**config.mk**
```make
export PLATFORM = sky130hd
export DESIGN_NAME = alu_muldiv
export DESIGN_NICKNAME = d
export VERILOG_FILES = /design/src/rtl/alu_muldiv.sv
export SDC_FILE = /design/constraint.sdc
export NUM_CORES = 2
export LEC_CHECK = 0
export BUFFER_PORTS_ARGS = -buffer_cell sky130_fd_sc_hd__buf_2
export CAP_MARGIN = 5
export CORE_ASPECT_RATIO = 1.2
export CORE_MARGIN = 8
export CORE_UTILIZATION = 30
export CTS_BUF_LIST = sky130_fd_sc_hd__clkbuf_4 sky130_fd_sc_hd__clkbuf_8 sky130_fd_sc_hd__clkbuf_16
export DETAILED_ROUTE_END_ITERATION = 10
export PLACE_DENSITY = 0.55
export REMOVE_ABC_BUFFERS = 1
export SYNTH_ARGS = -nofsm -noshare
export SYNTH_HDL_FRONTEND = slang
export SYNTH_SLANG_ARGS = --single-unit
export TNS_END_PERCENT = 30
```
**constraint.sdc**
```tcl
create_clock -name clk -period 7.9 [get_ports clk]
set_clock_uncertainty 0.15 [all_clocks]
set_input_delay 1.58 -clock clk [delete_from_list [all_inputs] [get_ports clk]]
set_output_delay 1.58 -clock clk [all_outputs]
set_load 0.03 [all_outputs]
```
**src/rtl/alu_muldiv.sv**
```systemverilog
// RV M-extension execution unit: multiply (fast or iterative shift-add) and
// restoring divide on unsigned magnitudes, with sign fix-up and RISC-V corner results.
module alu_muldiv #(
    parameter int  XLEN     = 32,
    parameter bit  FAST_MUL = 1'b1,
    localparam int CNT_W    = $clog2(XLEN) + 1
) (
    input  logic            clk,
    input  logic            rst,
    input  logic            start_i,
    input  logic [2:0]      op_i,
    input  logic [XLEN-1:0] op1_i,
    input  logic [XLEN-1:0] op2_i,
    input  logic [4:0]      rd_addr_i,
    input  logic            flush_i,
    output logic            busy_o,
    output logic            valid_o,
    output logic [XLEN-1:0] result_o,
    output logic [4:0]      rd_addr_o
);

    localparam logic [2:0] OP_MUL = 3'b000, OP_MULH = 3'b001, OP_MULHSU = 3'b010,
                           OP_MULHU = 3'b011, OP_DIV = 3'b100, OP_DIVU = 3'b101,
                           OP_REM = 3'b110, OP_REMU = 3'b111;

    typedef enum logic [1:0] {IDLE, ITER, FIX, DONE} state_t;

    state_t            state;
    logic [CNT_W-1:0]  cnt;
    logic [2:0]        op_q;
    logic              neg_q;
    logic [XLEN-1:0]   hi_q, lo_q, b_q;
    logic              valid_q;

    // Final result selection; hi/lo hold {remainder, quotient} or {product_hi, product_lo}.
    function automatic logic [XLEN-1:0] fix_sign(input logic [2:0] op, input logic neg,
                                                 input logic [XLEN-1:0] hi, input logic [XLEN-1:0] lo);
        logic [2*XLEN-1:0] p;
        logic [XLEN-1:0]   v;
        p = {hi, lo};
        if (neg) p = -p;
        v = op[1] ? hi : lo;
        if (neg) v = -v;
        if (op[2])
            return v;
        else if (op == OP_MUL)
            return p[XLEN-1:0];
        else
            return p[2*XLEN-1:XLEN];
    endfunction

    logic              is_div, sgn1, sgn2, s1, s2, neg, div0, ovf, fast;
    logic [XLEN-1:0]   mag1, mag2, fast_res;
    logic [2*XLEN-1:0] prod_fast;

    always_comb begin
        is_div = op_i[2];
        sgn1   = !(op_i inside {OP_MULHU, OP_DIVU, OP_REMU});
        sgn2   = op_i inside {OP_MUL, OP_MULH, OP_DIV, OP_REM};
        s1     = sgn1 & op1_i[XLEN-1];
        s2     = sgn2 & op2_i[XLEN-1];
        mag1   = s1 ? -op1_i : op1_i;
        mag2   = s2 ? -op2_i : op2_i;
        // Remainder takes the dividend's sign; everything else s1^s2.
        neg    = (is_div && op_i[1]) ? s1 : (s1 ^ s2);
        div0   = is_div && (op2_i == '0);
        ovf    = is_div && !op_i[0] && (op1_i == {1'b1, {(XLEN-1){1'b0}}}) && (&op2_i);
        fast   = div0 || ovf || (!is_div && FAST_MUL);
        prod_fast = '0;
        if (FAST_MUL)
            prod_fast = {{XLEN{1'b0}}, mag1} * {{XLEN{1'b0}}, mag2};
        if (div0)
            fast_res = op_i[1] ? op1_i : '1;
        else if (ovf)
            fast_res = op_i[1] ? '0 : op1_i;
        else
            fast_res = fix_sign(op_i, neg, prod_fast[2*XLEN-1:XLEN], prod_fast[XLEN-1:0]);
    end

    // One radix-2 step. In IDLE the step is fed from the incoming operands so the
    // first step happens on the start edge itself.
    logic            cur_div;
    logic [XLEN-1:0] cur_hi, cur_lo, cur_b, nhi, nlo;
    logic [XLEN:0]   rem_sh, diff, sum;
    logic            ge;

    always_comb begin
        cur_div = (state == IDLE) ? is_div : op_q[2];
        cur_hi  = (state == IDLE) ? '0     : hi_q;
        cur_lo  = (state == IDLE) ? mag1   : lo_q;
        cur_b   = (state == IDLE) ? mag2   : b_q;
        rem_sh  = {cur_hi, cur_lo[XLEN-1]};
        diff    = rem_sh - {1'b0, cur_b};
        ge      = rem_sh >= {1'b0, cur_b};
        sum     = {1'b0, cur_hi} + (cur_lo[0] ? {1'b0, cur_b} : '0);
        if (cur_div) begin
            nhi = ge ? diff[XLEN-1:0] : rem_sh[XLEN-1:0];
            nlo = {cur_lo[XLEN-2:0], ge};
        end else begin
            nhi = sum[XLEN:1];
            nlo = {sum[0], cur_lo[XLEN-1:1]};
        end
    end

    always_ff @(posedge clk or posedge rst) begin
        if (rst) begin
            state     <= IDLE;
            cnt       <= '0;
            op_q      <= '0;
            neg_q     <= 1'b0;
            hi_q      <= '0;
            lo_q      <= '0;
            b_q       <= '0;
            valid_q   <= 1'b0;
            busy_o    <= 1'b0;
            result_o  <= '0;
            rd_addr_o <= '0;
        end else begin
            case (state)
                IDLE: begin
                    valid_q <= 1'b0;
                    if (start_i && !flush_i) begin
                        op_q      <= op_i;
                        neg_q     <= neg;
                        rd_addr_o <= rd_addr_i;
                        busy_o    <= 1'b1;
                        if (fast) begin
                            result_o <= fast_res;
                            valid_q  <= 1'b1;
                            state    <= DONE;
                        end else begin
                            hi_q  <= nhi;
                            lo_q  <= nlo;
                            b_q   <= mag2;
                            cnt   <= '0;
                            state <= ITER;
                        end
                    end
                end
                ITER: begin
                    if (flush_i) begin
                        busy_o <= 1'b0;
                        state  <= IDLE;
                    end else begin
                        hi_q <= nhi;
                        lo_q <= nlo;
                        if (cnt == CNT_W'(XLEN-2))
                            state <= FIX;
                        else
                            cnt <= cnt + 1'b1;
                    end
                end
                FIX: begin
                    if (flush_i) begin
                        busy_o <= 1'b0;
                        state  <= IDLE;
                    end else begin
                        result_o <= fix_sign(op_q, neg_q, hi_q, lo_q);
                        valid_q  <= 1'b1;
                        state    <= DONE;
                    end
                end
                default: begin
                    valid_q <= 1'b0;
                    busy_o  <= 1'b0;
                    state   <= IDLE;
                end
            endcase
        end
    end

    // A flush landing on the DONE cycle kills the pulse combinationally.
    assign valid_o = valid_q && !flush_i;

endmodule

```
==> qor.yml <==
first_global_vias: 54200
aggregate_negative_setup_slack_ns: -117.72
detailedPlacementHpwl_mm: 206
path_delay_family: "adder cells"
synth_top_flop_cell: "sky130_fd_sc_hd__dfrtp_1"
postSynthAreaPerCell_um2: 7.87
period_minus_slack_ns: 11.77
final_layout_size_suffix_gt1_share_pct: 24.5
layout_common_cells: "sky130_fd_sc_hd__buf_4, sky130_fd_sc_hd__inv_1, sky130_fd_sc_hd__nor2_1"
cts.path.max_buffers: 2
min_path_cells: 1
grt.overflow.total: 0
cts_sinks: 147
unrepaired_setup_endpoints_after_global_routing: "yes"
cts-buffers-inserted: 17
violations: "negative setup slack"
wl_mm: 246
tightest_slew_ns: 1.26
worst_hold_path.endpoint: "valid_q"
cts.hold.buffers_added: 0
die-width_um: 398
synth-seq-area-share_pct: 7.02
reg2reg_start: "state[0]"
synth_enable_flop_cells: 0
routed_wire_length_per_instance_um: 24.7
finalHoldViolCount: 0
grt.total_usage_pct: 25.6
area_growth_syn_to_layout_pct: 31.0
route.layer.met1.wl_mm: 98.9
drc_errors: 0
synth_seq_cells: 147
final_weighted_congestion_in_routability_driven_placement: 1.02
regToRegSetupSlack_ns: 1.97
cts_tree: "built"
routed_length_on_met3_mm: 19.1
hp-start: "valid_q"
synth-warning-count: 0
hold_path_class: "reg2reg"
path_buf_inv: 10
relSlewSlack_pct: 15.9
worstSetupStartpointType: "primary input"
finalSetupViolCount: 32
die_y_um: 474
floorplan.initialDensity_pct: 30.1
report.final.slew_viol_count: 0
final.fill_count: 17900
io-pin-count: 115
clkTransAtPathRegs_ns: 0.08
grt_first_pass_wirelength_mm: 360
ant_nets: 0
worst_ep_arrival_time_ns: 12.05
reg2reg_to: "hi_q[31]"
setup.worst_path.class: "in2reg"
layout_setup_ws_ns: -3.87
die_area_um2: 188000
worstRegToRegCells: 21
asyncSetResetFlopFracSynth_pct: 100
run_status: "complete, but fails checks"
netlist_area_before_placement_um2: 52400
layout_worst_path_cycle_share_pct: 149
clk-insertion-delay-late_ns: 0.49
route.top_layer_used: "met5"
setup.worst_path.end_class: "register"
fmaxAchievable_mhz: 85.0
first_iter_violations: 4448
route.met2.wl_mm: 111
worst_path_max_delay_cell: "sky130_fd_sc_hd__fa_2"
layout.cells.most_common: "sky130_fd_sc_hd__buf_4"
post_synthesis_cells: 6663
grt_max_degree: 92
fin_nets: 8955
hold-worst-slack_ns: 0.351
worst-path-max-fanout: 6
route.detailed.vias_per_inst: 5.32
numPortBuffers: 114
clockRootBuffer: "sky130_fd_sc_hd__clkbuf_16"
rows: 168
max_cap_violations: 0
detailroute.via_count: 53000
htree_levels: 4
core_um2: 174000
first_pass_iters: 5
post_synth_num_cell_types: 100
worstPathRequired_ns: 8.18
cp_slowest_stage_delay_ns: 0.59
antenna_found_initial: 15
[cells in the mapped netlist (all sizes together), types with 8 or more instances]
library cell | number | area share [%]
a2111oi | 13 | 0.30
a211oi | 53 | 0.79
a21boi | 10 | 0.14
a21o | 62 | 0.90
a21oi | 339 | 3.3
a221o | 8 | 0.15
a221oi | 8 | 0.13
a31oi | 48 | 0.57
and2 | 23 | 0.27
and3 | 34 | 0.41
buf | 56 | 0.50
clkbuf | 353 | 2.5
dfrtp | 147 | 7.0
fa | 898 | 34
ha | 340 | 8.1
inv | 960 | 6.9
mux2 | 23 | 0.49
mux2i | 86 | 1.6
nand2 | 850 | 6.1
nand2b | 37 | 0.44
nand3 | 57 | 0.54
nand4 | 55 | 0.66
nor2 | 918 | 6.6
nor2b | 45 | 0.54
nor3 | 110 | 1.1
nor3b | 12 | 0.18
nor4 | 38 | 0.48
o2111ai | 11 | 0.22
o211ai | 47 | 0.68
o21a | 31 | 0.45
o21ai | 336 | 3.2
o21bai | 12 | 0.17
o221ai | 13 | 0.23
o22ai | 16 | 0.19
o311ai | 10 | 0.17
o31ai | 50 | 0.74
o41ai | 20 | 0.33
or2 | 20 | 0.24
or3 | 48 | 0.58
or4 | 28 | 0.40
xnor2 | 185 | 3.1
xor2 | 155 | 2.6
[how the worst max path moves through the flow]
stage | from | to | slack (ns) | cells past startpoint
floorplan | op2_i[0] | result_o[19] | -5.43 | 35
global placement | op2_i[0] | result_o[19] | -5.31 | 39
detailed placement | op2_i[0] | result_o[19] | -5.41 | 38
CTS | op2_i[7] | result_o[26] | -3.90 | 37
global route | op1_i[8] | result_o[25] | -4.13 | 43
finish | op2_i[9] | result_o[16] | -3.87 | 38
[repair_timing]
item	4_1_cts	5_1_grt
pin swaps	136	192
setup endpoints to repair	32	35
resized for setup	238	293
buffers inserted	56	56
cloned	1	2
[state kept, by name (all words and copies together), names as in the netlist]
register / cells
b_q: 32
busy_o: 1
cnt: 6
hi_q: 32
lo_q: 32
neg_q: 1
op_q: 3
rd_addr_o: 5
result_o: 32
state: 2
valid_q: 1
[routing by layer]
metal  vias up  GRT usage [%]
li1      23400              -
met1     26900           33.0
met2      2190           41.1
met3       534           4.10
met4         8           13.7
met5         -              0
[stage by stage]
stage               std cells  setup slack, ns  utilization, %  area [um^2]
finish                   9959            -3.87            39.4        68600
global route             9949            -4.13            39.4        68600
CTS                      9896            -3.90            38.4        66900
detailed placement       9811            -5.41            37.1        64600
global placement         9811            -5.31            37.1        64600
floorplan                6254            -5.43               -        50800
[layout make-up]
type	count	area (um^2)	area share, %
Antenna cell	10	25.0	0.0365
Sequential cell	147	3680	5.37
Inverter	961	3620	5.27
Clock buffer	20	467	0.680
Clock inverter	12	169	0.246
Timing Repair Buffer	1368	11700	17.0
Tap cell	2295	2870	4.18
Multi-Input combinational cell	5146	46100	67.2
[cells by family after synthesis]
| group | synth area share (%) |
|---|---|
| DFF | 7.02 |
| adders and majority gates | 42.4 |
| AOI/OAI and AO/OA | 13.9 |
| and+or+nand+nor | 18.9 |
| xor gates and xnor gates | 5.68 |
| buffers and inverters | 9.92 |
| muxes | 2.14 |
[worst reg2reg max path: stages (launching register included)]
cell	delay (ns)
sky130_fd_sc_hd__dfrtp_1	0.41
sky130_fd_sc_hd__inv_1	0.11
sky130_fd_sc_hd__ha_4	0.33
sky130_fd_sc_hd__buf_4	0.41
sky130_fd_sc_hd__nand2b_1	0.26
sky130_fd_sc_hd__inv_1	0.13
sky130_fd_sc_hd__ha_1	0.18
sky130_fd_sc_hd__inv_1	0.06
sky130_fd_sc_hd__fa_1	0.45
sky130_fd_sc_hd__nor2b_1	0.15
sky130_fd_sc_hd__o21ai_0	0.11
sky130_fd_sc_hd__a21boi_0	0.51
sky130_fd_sc_hd__o21ai_0	0.29
sky130_fd_sc_hd__a32oi_1	0.38
sky130_fd_sc_hd__a31oi_1	0.24
sky130_fd_sc_hd__nor3_1	0.38
sky130_fd_sc_hd__o31a_1	0.29
sky130_fd_sc_hd__a41oi_1	0.21
sky130_fd_sc_hd__a21oi_1	0.25
sky130_fd_sc_hd__a211oi_1	0.11
sky130_fd_sc_hd__a221o_1	0.29
sky130_fd_sc_hd__o21ai_0	0.14
Power is left out: the tool's default activity adds up to more than one toggle a clock period on the data nets, which glitch-free logic cannot reach.
